===== src/rtl/cpu_pkg.sv =====
// cpu_pkg: shared fetch state type, PC step and decode funct codes
package cpu_pkg;
  typedef enum logic [2:0] {
    S_IDLE  = 3'd0,
    S_FETCH = 3'd1,
    S_VALID = 3'd2,
    S_DONE  = 3'd3,
    S_ERROR = 3'd4
  } fetch_state_t;
  localparam logic [31:0] PC_STEP = 32'd4;
  localparam int INSTR_BYTES = 4;
  localparam logic [5:0] FUNCT_ADD = 6'h20;
  localparam logic [5:0] FUNCT_SUB = 6'h22;
  localparam logic [5:0] FUNCT_AND = 6'h24;
  localparam logic [5:0] FUNCT_OR  = 6'h25;
  localparam logic [5:0] FUNCT_SLT = 6'h2A;
  localparam logic [5:0] FUNCT_DIV = 6'h1A;
endpackage


===== src/rtl/fetch_pc_gen.sv =====
// fetch_pc_gen: next-PC selection plus range and alignment flags for the current PC
module fetch_pc_gen import cpu_pkg::*; #(
  parameter logic [31:0] RESET_PC   = 32'h0000_0000,
  parameter logic [31:0] PROG_BYTES = 32'd32
) (
  input  logic [31:0] pc_i,
  input  logic        redirect_i,
  input  logic [31:0] redirect_addr_i,
  input  logic        advance_i,
  input  logic        start_i,
  output logic [31:0] next_pc_o,
  output logic        misaligned_o,
  output logic        prog_end_o
);
  assign next_pc_o    = start_i ? RESET_PC : redirect_i ? redirect_addr_i : advance_i ? pc_i + PC_STEP : pc_i;
  assign misaligned_o = |pc_i[1:0];
  assign prog_end_o   = pc_i >= PROG_BYTES;
endmodule


===== src/rtl/instruction_fetch_ctrl.sv =====
// instruction_fetch_ctrl: PC owner and fetch sequencer feeding decode through a valid/ready register
module instruction_fetch_ctrl import cpu_pkg::*; #(
  parameter logic [31:0] RESET_PC   = 32'h0000_0000,
  parameter logic [31:0] PROG_BYTES = 32'd32
) (
  input  logic        clk,
  input  logic        reset,
  input  logic        start,
  output logic [31:0] readAddress,
  input  logic [31:0] Instruction,
  output logic [31:0] instrOut,
  output logic [31:0] pcOut,
  output logic        instrValid,
  input  logic        instrReady,
  input  logic        redirect,
  input  logic [31:0] redirectAddr,
  output logic        busy,
  output logic        done,
  output logic        misaligned
);
  fetch_state_t state_q, state_d;
  logic [31:0] pc_q, pc_d, instr_q, instr_d, pc_out_q, pc_out_d;
  logic active, start_go, redir_go, fetch_now, advance, pc_mis, pc_end;
  assign active    = state_q == S_FETCH || state_q == S_VALID;
  assign start_go  = start && !active;
  assign redir_go  = redirect && active;
  assign fetch_now = !redir_go && (state_q == S_FETCH || (state_q == S_VALID && instrReady));
  assign advance   = fetch_now && !pc_end && !pc_mis;
  fetch_pc_gen #(.RESET_PC(RESET_PC), .PROG_BYTES(PROG_BYTES)) u_pc_gen (
    .pc_i(pc_q),
    .redirect_i(redir_go),
    .redirect_addr_i(redirectAddr),
    .advance_i(advance),
    .start_i(start_go),
    .next_pc_o(pc_d),
    .misaligned_o(pc_mis),
    .prog_end_o(pc_end)
  );
  // next state and capture of the fetched word; redirect flushes back to FETCH
  always_comb begin
    state_d  = state_q;
    instr_d  = instr_q;
    pc_out_d = pc_out_q;
    if (start_go || redir_go) state_d = S_FETCH;
    else if (fetch_now) state_d = pc_end ? S_DONE : pc_mis ? S_ERROR : S_VALID;
    if (advance) begin
      instr_d  = Instruction;
      pc_out_d = pc_q;
    end
  end
  // state, PC and output registers
  always_ff @(posedge clk or posedge reset) begin
    if (reset) begin
      state_q  <= S_IDLE;
      pc_q     <= RESET_PC;
      instr_q  <= '0;
      pc_out_q <= '0;
    end else begin
      state_q  <= state_d;
      pc_q     <= pc_d;
      instr_q  <= instr_d;
      pc_out_q <= pc_out_d;
    end
  end
  assign readAddress = pc_q;
  assign instrOut    = instr_q;
  assign pcOut       = pc_out_q;
  assign instrValid  = state_q == S_VALID;
  assign busy        = active;
  assign done        = state_q == S_DONE;
  assign misaligned  = state_q == S_ERROR;
endmodule


===== config.mk =====
export PLATFORM = sky130hd
export DESIGN_NAME = instruction_fetch_ctrl
export DESIGN_NICKNAME = d
export VERILOG_FILES = /design/src/rtl/cpu_pkg.sv /design/src/rtl/fetch_pc_gen.sv /design/src/rtl/instruction_fetch_ctrl.sv
export SDC_FILE = /design/constraint.sdc
export NUM_CORES = 1
export LEC_CHECK = 0
export BUFFER_PORTS_ARGS = -buffer_cell sky130_fd_sc_hd__buf_2
export CELL_PAD_IN_SITES_DETAIL_PLACEMENT = 0
export CELL_PAD_IN_SITES_GLOBAL_PLACEMENT = 1
export CORE_ASPECT_RATIO = 1.1
export CORE_MARGIN = 2
export CORE_UTILIZATION = 38
export CTS_CLUSTER_DIAMETER = 80
export DETAILED_ROUTE_END_ITERATION = 10
export PLACE_DENSITY = 0.85
export SLEW_MARGIN = 15
export SYNTH_ARGS = -nofsm -noshare
export SYNTH_HDL_FRONTEND = slang
export SYNTH_SLANG_ARGS = --single-unit
export TNS_END_PERCENT = 20

===== constraint.sdc =====
create_clock -name clk -period 5.2 [get_ports clk]
set_clock_uncertainty 0.05 [all_clocks]
set_input_delay 0 -clock clk [delete_from_list [all_inputs] [get_ports clk]]
set_output_delay 0 -clock clk [all_outputs]
set_load 0.01 [all_outputs]

# ---- Word level (Yosys, flattened, before mapping)
# Cells that the tools add are included.
dict set report op_classes {
  n_addsub 1
  magnitude_cmp 1
  n_eq_ne 4
  muxes 7
  n_reduce_logical 16
}
# op count
set ops {}
lappend ops {{$mux 32} 3}
lappend ops {{$add 32x3->32 const B} 1}
lappend ops {{$ge 32x6->1 const B} 1}
lappend ops {{$mux 3} 4}
lappend ops {{$eq 3x2->1 const B} 2}
lappend ops {{$logic_and 1x1->1} 6}
lappend ops {{$logic_not 1->1} 4}
lappend ops {{$eq 3x1->1 const B} 1}
lappend ops {{$eq 3x3->1 const B} 1}
lappend ops {{$logic_or 1x1->1} 3}
lappend ops {{$reduce_bool 3->1} 1}
lappend ops {{$reduce_bool 2->1} 1}
lappend ops {{$reduce_or 2->1} 1}
dict set report word_totals {
  regBits 99
  output_inout_bits 100
  wordCells 33
}

# ---- Logic depth before layout (Yosys ltp)
# Gate-level depths: netlist of the first run.
dict set report logic_depth {
  ltp_word 10
  ltp_mapped 8
  mapped_depth_nobuf 5
}

# ---- Modules after synthesis
# Synthesis of the first run repeated with hierarchy kept, for this count alone.
dict set report unflattened {
  hier_cells 397
  hier_area_um2 4957.3
}
# mod instances cells_each area_per_inst_um2 seq_area_each_um2
set modules_own_cells {}
lappend modules_own_cells {instruction_fetch_ctrl 1 195 3684.8 2477.4}
lappend modules_own_cells {fetch_pc_gen 1 202 1272.5 0.0}

# ---- Worst setup path after synthesis of the first run
# No wires, ideal clock.
dict set report synth_timing {
  kind {reg-to-reg}
  startpoint {reg pc_q[13] (netlist: readAddress[13])}
  endpoint {reg instr_q[10] (netlist: instrOut[10])}
  arrival_time_ns 1.844
  slack_ns 3.178
  stages_incl_launch_ff 7
  synth_period_minus_slack_ns 2.022
  path_cell_list {dfrtp_1 or4_1 nor2_1 and4b_1 buf_2 buf_4 mux2_1}
}
dict set report synth_via {
  elab_chain_len 4
}
# element line_no
set synth_rtl {}
lappend synth_rtl {{start: declaration} instruction_fetch_ctrl.sv:22} ;# logic [31:0] pc_q, pc_d, instr_q, instr_d, pc_out_q, pc_out_d;
lappend synth_rtl {{start signal: assignment} instruction_fetch_ctrl.sv:60} ;# pc_q <= pc_d;
lappend synth_rtl {{$ge 32x6->1} fetch_pc_gen.sv:17} ;# assign prog_end_o = pc_i >= PROG_BYTES;
lappend synth_rtl {{$logic_not 1->1} instruction_fetch_ctrl.sv:28} ;# assign advance = fetch_now && !pc_end && !pc_mis;
lappend synth_rtl {{$logic_and 1x1->1 (2 in series)} instruction_fetch_ctrl.sv:28}
lappend synth_rtl {{end signal: assignment} instruction_fetch_ctrl.sv:61} ;# instr_q <= instr_d;
lappend synth_rtl {{end: declaration} instruction_fetch_ctrl.sv:22}
# No other way between the ends.
# A chain may end at the register's enable or synchronous reset.

# ---- Final worst setup path of the first run
dict set report layout_timing {
  startpoint {reg pc_q[9] (netlist: readAddress[9])}
  endpoint {reg instr_q[19] (netlist: instrOut[19])}
}
# Same word-level chain as after synthesis.

==> out/qor.txt, run 1 <==
Critical Path Source -> readAddress[9]
DP Wirelength -> 6419 um
Top FF cell, synth -> dfrtp_1
Post-Syn Nets -> 378
reg-to-reg startpoint -> readAddress[9]
worst-skew pair later-pin latency -> 0.36 ns
post-DR wirelength/cell -> 15.09 um
critical path type -> flip-flop to flip-flop
Finish-stage setup viols -> 0
Worst Hold Class -> input port to asynchronous set/reset pin
share of cells above drive strength 1 -> 34.98%
Fillers -> 812
diode count -> 0
RSZ-0062 raised after global routing -> false
Die ar. -> 10910 sq um
Commonest cells post-synth -> 99 x dfrtp_1, 43 x nand2_1, 35 x mux2_1, 30 x nor2b_1, 13 x a21oi_1
Initial Util -> 38.95%
Sink Count -> 99
die extent in y -> 109.3 um
via count -> 3211
P_leak -> 0.003171 uW
Period minus WS final -> 2.771 ns
vias in the first global route -> 3272
post-CTS resize count -> 0
# IOs -> 169
DP Cell Count -> 580
post-synthesis cell count -> 307
fin cells -> 666
PwrDens -> 281.9 nW/um^2
initial antenna violation count -> 0
# DRC -> 0
measured slew at the worst slew-check pin -> 0.9013 ns
final hold vios -> 0
Min Hold Slack -> 0.1049 ns
max cap viols -> 0
Die W -> 99.77 um
first-pass GRT wire length -> 16180 um
Seq/Total Area, Yosys -> 64.62%
Starting DRT DRC Count -> 121
Netlist cell types -> 36
post-CTS setup repair buffer count -> 0
largest net degree at the start of global routing -> 71
area grow syn2layout -> 47.55%
Setup crit end kind -> flip-flop
Yosys reg bits -> 99
nets -> 612
Rel. slew slack -> 39.69%
drt total wl -> 10050 um
Antenna Nets Post-Route -> 0
total power -> 1594 uW
GRT Util Overall -> 19.03%
Synth Area per Inst -> 12.49 sq um
CTS tree -> built
WP data arrival -> 2.97 ns
# rows -> 38
clock buffer count from CTS -> 9
Yosys top cell by area -> dfrtp_1
period utilisation layout -> 53.28%
maximum clock insertion buffer count -> 2
post-synthesis cell area -> 3834 sq um
peak supply drop -> 0.1477 mV
EDFF count, synth -> 0
Root Driver -> clkbuf_8
Max Slew Vio Count -> 0
dominant cell by count in the synthesized netlist -> dfrtp_1
FMAX -> 0.3609 GHz
final RePlAce weighted congestion -> 0.7774
# port buffers -> 168
critical path startpoint category -> flip-flop
depth of the CTS H-tree -> 3
CP required -> 5.40 ns
CP Max Fanout -> 58
asr flop ratio synth -> 100.0%
1st-pass router iterations -> 4
total gr overflow -> 0
status -> complete, no violations
largest cells by area after synthesis -> dfrtp_1 65%, mux2_1 10%, nor2b_1 4.9%, nand2_1 4.2%, a22o_1 2.3%
final setup TNS -> 0 ns
Synth warnings -> 0
Via density -> 4.821
Core Region -> 9842 sq um
clock-pin transition on the worst setup and hold timing paths -> 0.09 ns
share of Yosys cell area claimed by the top area cell type -> 64.62%
==> critical path, cell delays in order, from the launching register on <==
cell and delay, ns:
dfrtp_1 0.41, nor4_1 0.48, nand2_1 0.10, and4b_4 0.88, buf_4 0.36, mux2_1 0.35
==> final timing paths <==
| kind | end | cells past startpoint | slack, ns |
|---|---|---|---|
| setup / recovery | instrOut[19] | 5 | 2.43 |
| hold / removal | readAddress[0] | 3 | 0.10 |
| setup reg to reg | instrOut[19] | 5 | 2.43 |
| hold reg to reg | instrOut[20] | 1 | 0.44 |
| max in group asynchronous | readAddress[28] | 4 | 3.78 |
| min in group clk | readAddress[11] | 4 | 0.33 |
==> cells in the final DEF (no fill, tap or decap), types with 2 or more instances in the layout <==
master           n
dlygate4sd3_1   70
o211ai_1         2
nand4_1          2
clkbuf_8        12
o21ai_0          3
mux2_1          35
nand2_1         43
buf_2          168
buf_4            3
nor4_1           4
dfrtp_1         99
or4_1            2
and3_1           2
inv_1            4
nor2_1          10
a22o_1          10
ha_1             2
clkinv_2         3
a31oi_1          2
a21oi_1         13
o21ai_1          7
nor2b_1         30
nor3_1           3
==> power breakdown <==
part / total [uW] / switching, uW / leakage, uW / internal [uW]
sequential: 858 / 41.3 / 0.00134 / 816
clock: 462 / 251 / 0.000102 / 212
combinational: 274 / 143 / 0.00173 / 132
total: 1590 / 435 / 0.00317 / 1160
==> what timing repair did <==
item                                    4_1_cts  5_1_grt
endpoints found under the hold margin        96        0
hold buffers                                 70        0
endpoints found under the setup margin        0        0
==> per-layer routing <==
metal  GRT usage, %  share of wire [%]  vias up
met5              0                  0        -
met4          9.295                2.5        0
met3          3.878                5.0       22
met2          31.71                 50      105
met1          23.80                 43     1576
li1               -                  -     1508
==> metrics by stage <==
| step | util [%] | instance area, sq um | setup WS, ns |
|---|---|---|---|
| detailed placement | 48.41 | 4765 | 2.086 |
| CTS | 57.45 | 5654 | 2.055 |
| floorplan | - | 3834 | 2.560 |
| finish | 57.48 | 5657 | 2.429 |
| global route | 57.48 | 5657 | 2.220 |
| global placement | 48.41 | 4765 | 2.210 |
==> cell type report <==
cell class | instances | area (sq um) | area share (%)
Clock inverter | 4 | 23.77 | 0.4203
Multi-Input combinational cell | 185 | 1255 | 22.19
Sequential cell | 99 | 2477 | 43.80
Clock buffer | 12 | 165.2 | 2.920
Inverter | 5 | 21.27 | 0.3760
Timing Repair Buffer | 241 | 1564 | 27.65
Tap cell | 120 | 150.1 | 2.654
==> logic make-up (layout without fill, tap and decap cells) <==
kind of cell,after synthesis,after routing,share of synthesized area [%]
xor gates and xnor gates,1,1,0.2285
adders and majority gates,2,2,0.6526
and+or+nand+nor,103,103,13.64
AOI/OAI and AO/OA,44,44,7.669
muxes,35,35,10.28
buffers and inverters,23,262,2.905
DFF,99,99,64.62
==> sequential cells by signal (all words and copies together) (netlist names) <==
signal and cells:
readAddress 32, state_q 3, instrOut 32, pcOut 32
(Power assumes the default switching activity.)
==> inputs of run 2 (changes only) <==
- CORE_UTILIZATION: 38 -> 36
- PLACE_DENSITY: 0.85 -> 0.81
- clock period: 5.2 -> 2.7 ns (I/O delays scaled with it)
==> run 2 against run 1 <==
Clock power grew to 2.8 times the previous value. Flip-flop and latch count is the same. Worst hold slack improved by 0.19 ns. Global-route usage down 1.5 points. Combinational power rose by 93%. Critical endpoint is now readAddress[11]. Worst setup slack worse by 1.9 ns. Via count up 1.2%. Sequential power is 93% higher. First-iteration DRC count grew 5.0%. Routed wire length is 1.5% lower.
==> out/qor.txt, run 2 (synthesized netlist as in run 1, its figures left out) <==
WP data arrival -> 2.33 ns (-0.64 ns)
Int Power -> 2573 uW (+120%)
max cap viols -> 0 (unchanged)
final RePlAce weighted congestion -> 0.7663 (-1.4%)
Setup crit end kind -> flip-flop
worst-skew pair later-pin latency -> 0.34 ns (-0.02 ns)
post-CTS resize count -> 0 (unchanged)
critical path startpoint category -> flip-flop
# port buffers -> 168 (unchanged)
total gr overflow -> 0 (unchanged)
GRT Util Overall -> 17.56% (-1.5 points)
Reg power frac -> 47.9% (-5.9 points)
P_sw -> 889.0 uW (+100%)
first-pass GRT wire length -> 15860 um (-2.0%)
total power -> 3462 uW (+120%)
# IOs -> 169 (unchanged)
WL met3 -> 632 um (+26%)
largest net degree at the start of global routing -> 61 (-14%)
initial antenna violation count -> 0 (unchanged)
Clk pwr share -> 36.9% (+7.9 points)
cts-stage hold buffer count -> 68 (-2.9%)
1st-pass router iterations -> 5 (+1)
DP Wirelength -> 6707 um (+4.5%)
FMAX -> 0.4615 GHz (+28%)
CTS tree -> built
wl on met1 -> 4161 um (-3.2%)
Layout Utilization -> 56.07% (-1.4 points)
Fillers -> 895 (+10%)
clock-pin transition on the worst setup and hold timing paths -> 0.07 ns (-0.02 ns)
post-CTS setup repair buffer count -> 0 (unchanged)
pre-CTS setup slack -> 0.5147 ns (-1.572 ns)
critical path type -> flip-flop to flip-flop
# DRC -> 0 (unchanged)
Die W -> 102.4 um (+2.6%)
crit-path cells -> or4_1, nor2_1, and4b_2, buf_12, or2_1, o21ai_1
die extent in y -> 112.2 um (+2.6%)
final setup TNS -> 0 ns (unchanged)
CP required -> 2.86 ns (-2.54 ns)
CP Max Fanout -> 39 (-33%)
via count -> 3251 (+1.2%)
Antenna Nets Post-Route -> 0 (unchanged)
Max Slew Vio Count -> 0 (unchanged)
vias in the first global route -> 3276 (+0.12%)
Initial Util -> 36.88% (-2.1 points)
Crit path buffers/inverters -> 1 (unchanged)
nets -> 615 (+0.49%)
peak supply drop -> 0.3057 mV (+110%)
Rel. slew slack -> 49.32% (+9.6 points)
final setup margin -> 0.5329 ns (-1.897 ns)
Slowest-stage cell, CP -> or4_1
measured slew at the worst slew-check pin -> 0.7583 ns (-0.1430 ns)
switching part of the total -> 25.68% (-1.6 points)
clock buffer count from CTS -> 9 (unchanged)
period utilisation layout -> 80.26% (+27 points)
area grow syn2layout -> 52.02%
Root Driver -> clkbuf_16
post-DR wirelength/cell -> 14.30 um (-5.2%)
depth of the CTS H-tree -> 3 (unchanged)
Comb power frac -> 15.2% (-2.0 points)
PwrDens -> 594.0 nW/um^2 (+110%)
# rows -> 39 (+2.6%)
Highest Signal Layer -> met4
commonest non-fill, non-tap cell in the layout -> buf_2
Via density -> 4.698 (-2.6%)
CP peak stage delay -> 0.54 ns (-0.34 ns)
Worst Hold Class -> input port to asynchronous set/reset pin
RSZ-0062 raised after global routing -> false
P_leak -> 0.003236 uW (+2.0%)
Top delay family on crit path -> simple AND/OR/NAND/NOR gates
drt total wl -> 9893 um (-1.5%)
status -> complete, no violations
final hold vios -> 0 (unchanged)
diode count -> 0 (unchanged)
maximum clock insertion buffer count -> 2 (unchanged)
Core Region -> 10390 sq um (+5.6%)
most frequent cells in the layout -> 168 x buf_2, 99 x dfrtp_1, 68 x dlygate4sd3_1
share of cells above drive strength 1 -> 35.70% (+0.72 points)
Starting DRT DRC Count -> 127 (+5.0%)
Finish-stage setup viols -> 0 (unchanged)
Period minus WS final -> 2.167 ns (-0.6034 ns)
met2 routed WL -> 4825 um (-3.3%)
Sink Count -> 99 (unchanged)
Die ar. -> 11490 sq um (+5.3%)
[run 2: changes by cell type in the layout (fill, tap and decap cells not counted), sizes merged]
| cell | delta |
|---|---|
| buf | +5 |
| clkbuf | -2 |
| bufinv | +1 |
| dlygate4sd3 | -2 |
| clkinvlp | +1 |
[run 2: tightest hold or removal path, stage by stage]
cell and delay (ns):
dlygate4sd3_1 0.53, buf_2 0.13, inv_4 0.52
[run 2: metrics by stage]
step	cell area, sq um	hold WS [ns]	std cells
after floorplan	3834	0.05439	307
after global placement	4843	0.1238	608
after detailed placement	4843	0.1368	608
after CTS	5828	0.3194	692
after global routing	5828	0.3585	692
final	5828	0.2926	692
[run 2: power by group through the flow]
stage                     Clock (uW)  Sequential (uW)  Combinational, uW
after global placement             0             1680                447
after global routing            1380             1670                584
after CTS                       1320             1660                531
after detailed placement           0             1680                453
final                           1280             1660                528
after floorplan                    0             1710                198
[run 2: metal layers]
metal,GRT usage (%),up-vias
met5,0,-
met4,7.467,0
met3,4.608,22
met2,27.81,132
met1,22.71,1573
li1,-,1524
[run 2: path summary, 6_finish.rpt]
check / startpoint / end / slack (ns) / cells after the start
setup reg to reg: readAddress[12] / readAddress[11] / 0.53 / 6
setup / recovery: readAddress[12] / readAddress[11] / 0.53 / 6
max in group asynchronous: reset / readAddress[17] / 1.55 / 4
min in group clk: Instruction[10] / instrOut[10] / 0.36 / 3
hold / removal: reset / readAddress[12] / 0.29 / 3
hold reg to reg: instrOut[10] / instrOut[10] / 0.43 / 1
[run 2: cell type report]
type	instances	area, sq um	share of cell area, %
Multi-Input combinational cell	185	1252	21.49
Clock buffer	10	239.0	4.100
Timing Repair Buffer	244	1594	27.35
Sequential cell	99	2477	42.51
Tap cell	143	178.9	3.070
Clock inverter	6	65.06	1.116
Inverter	5	21.27	0.3650
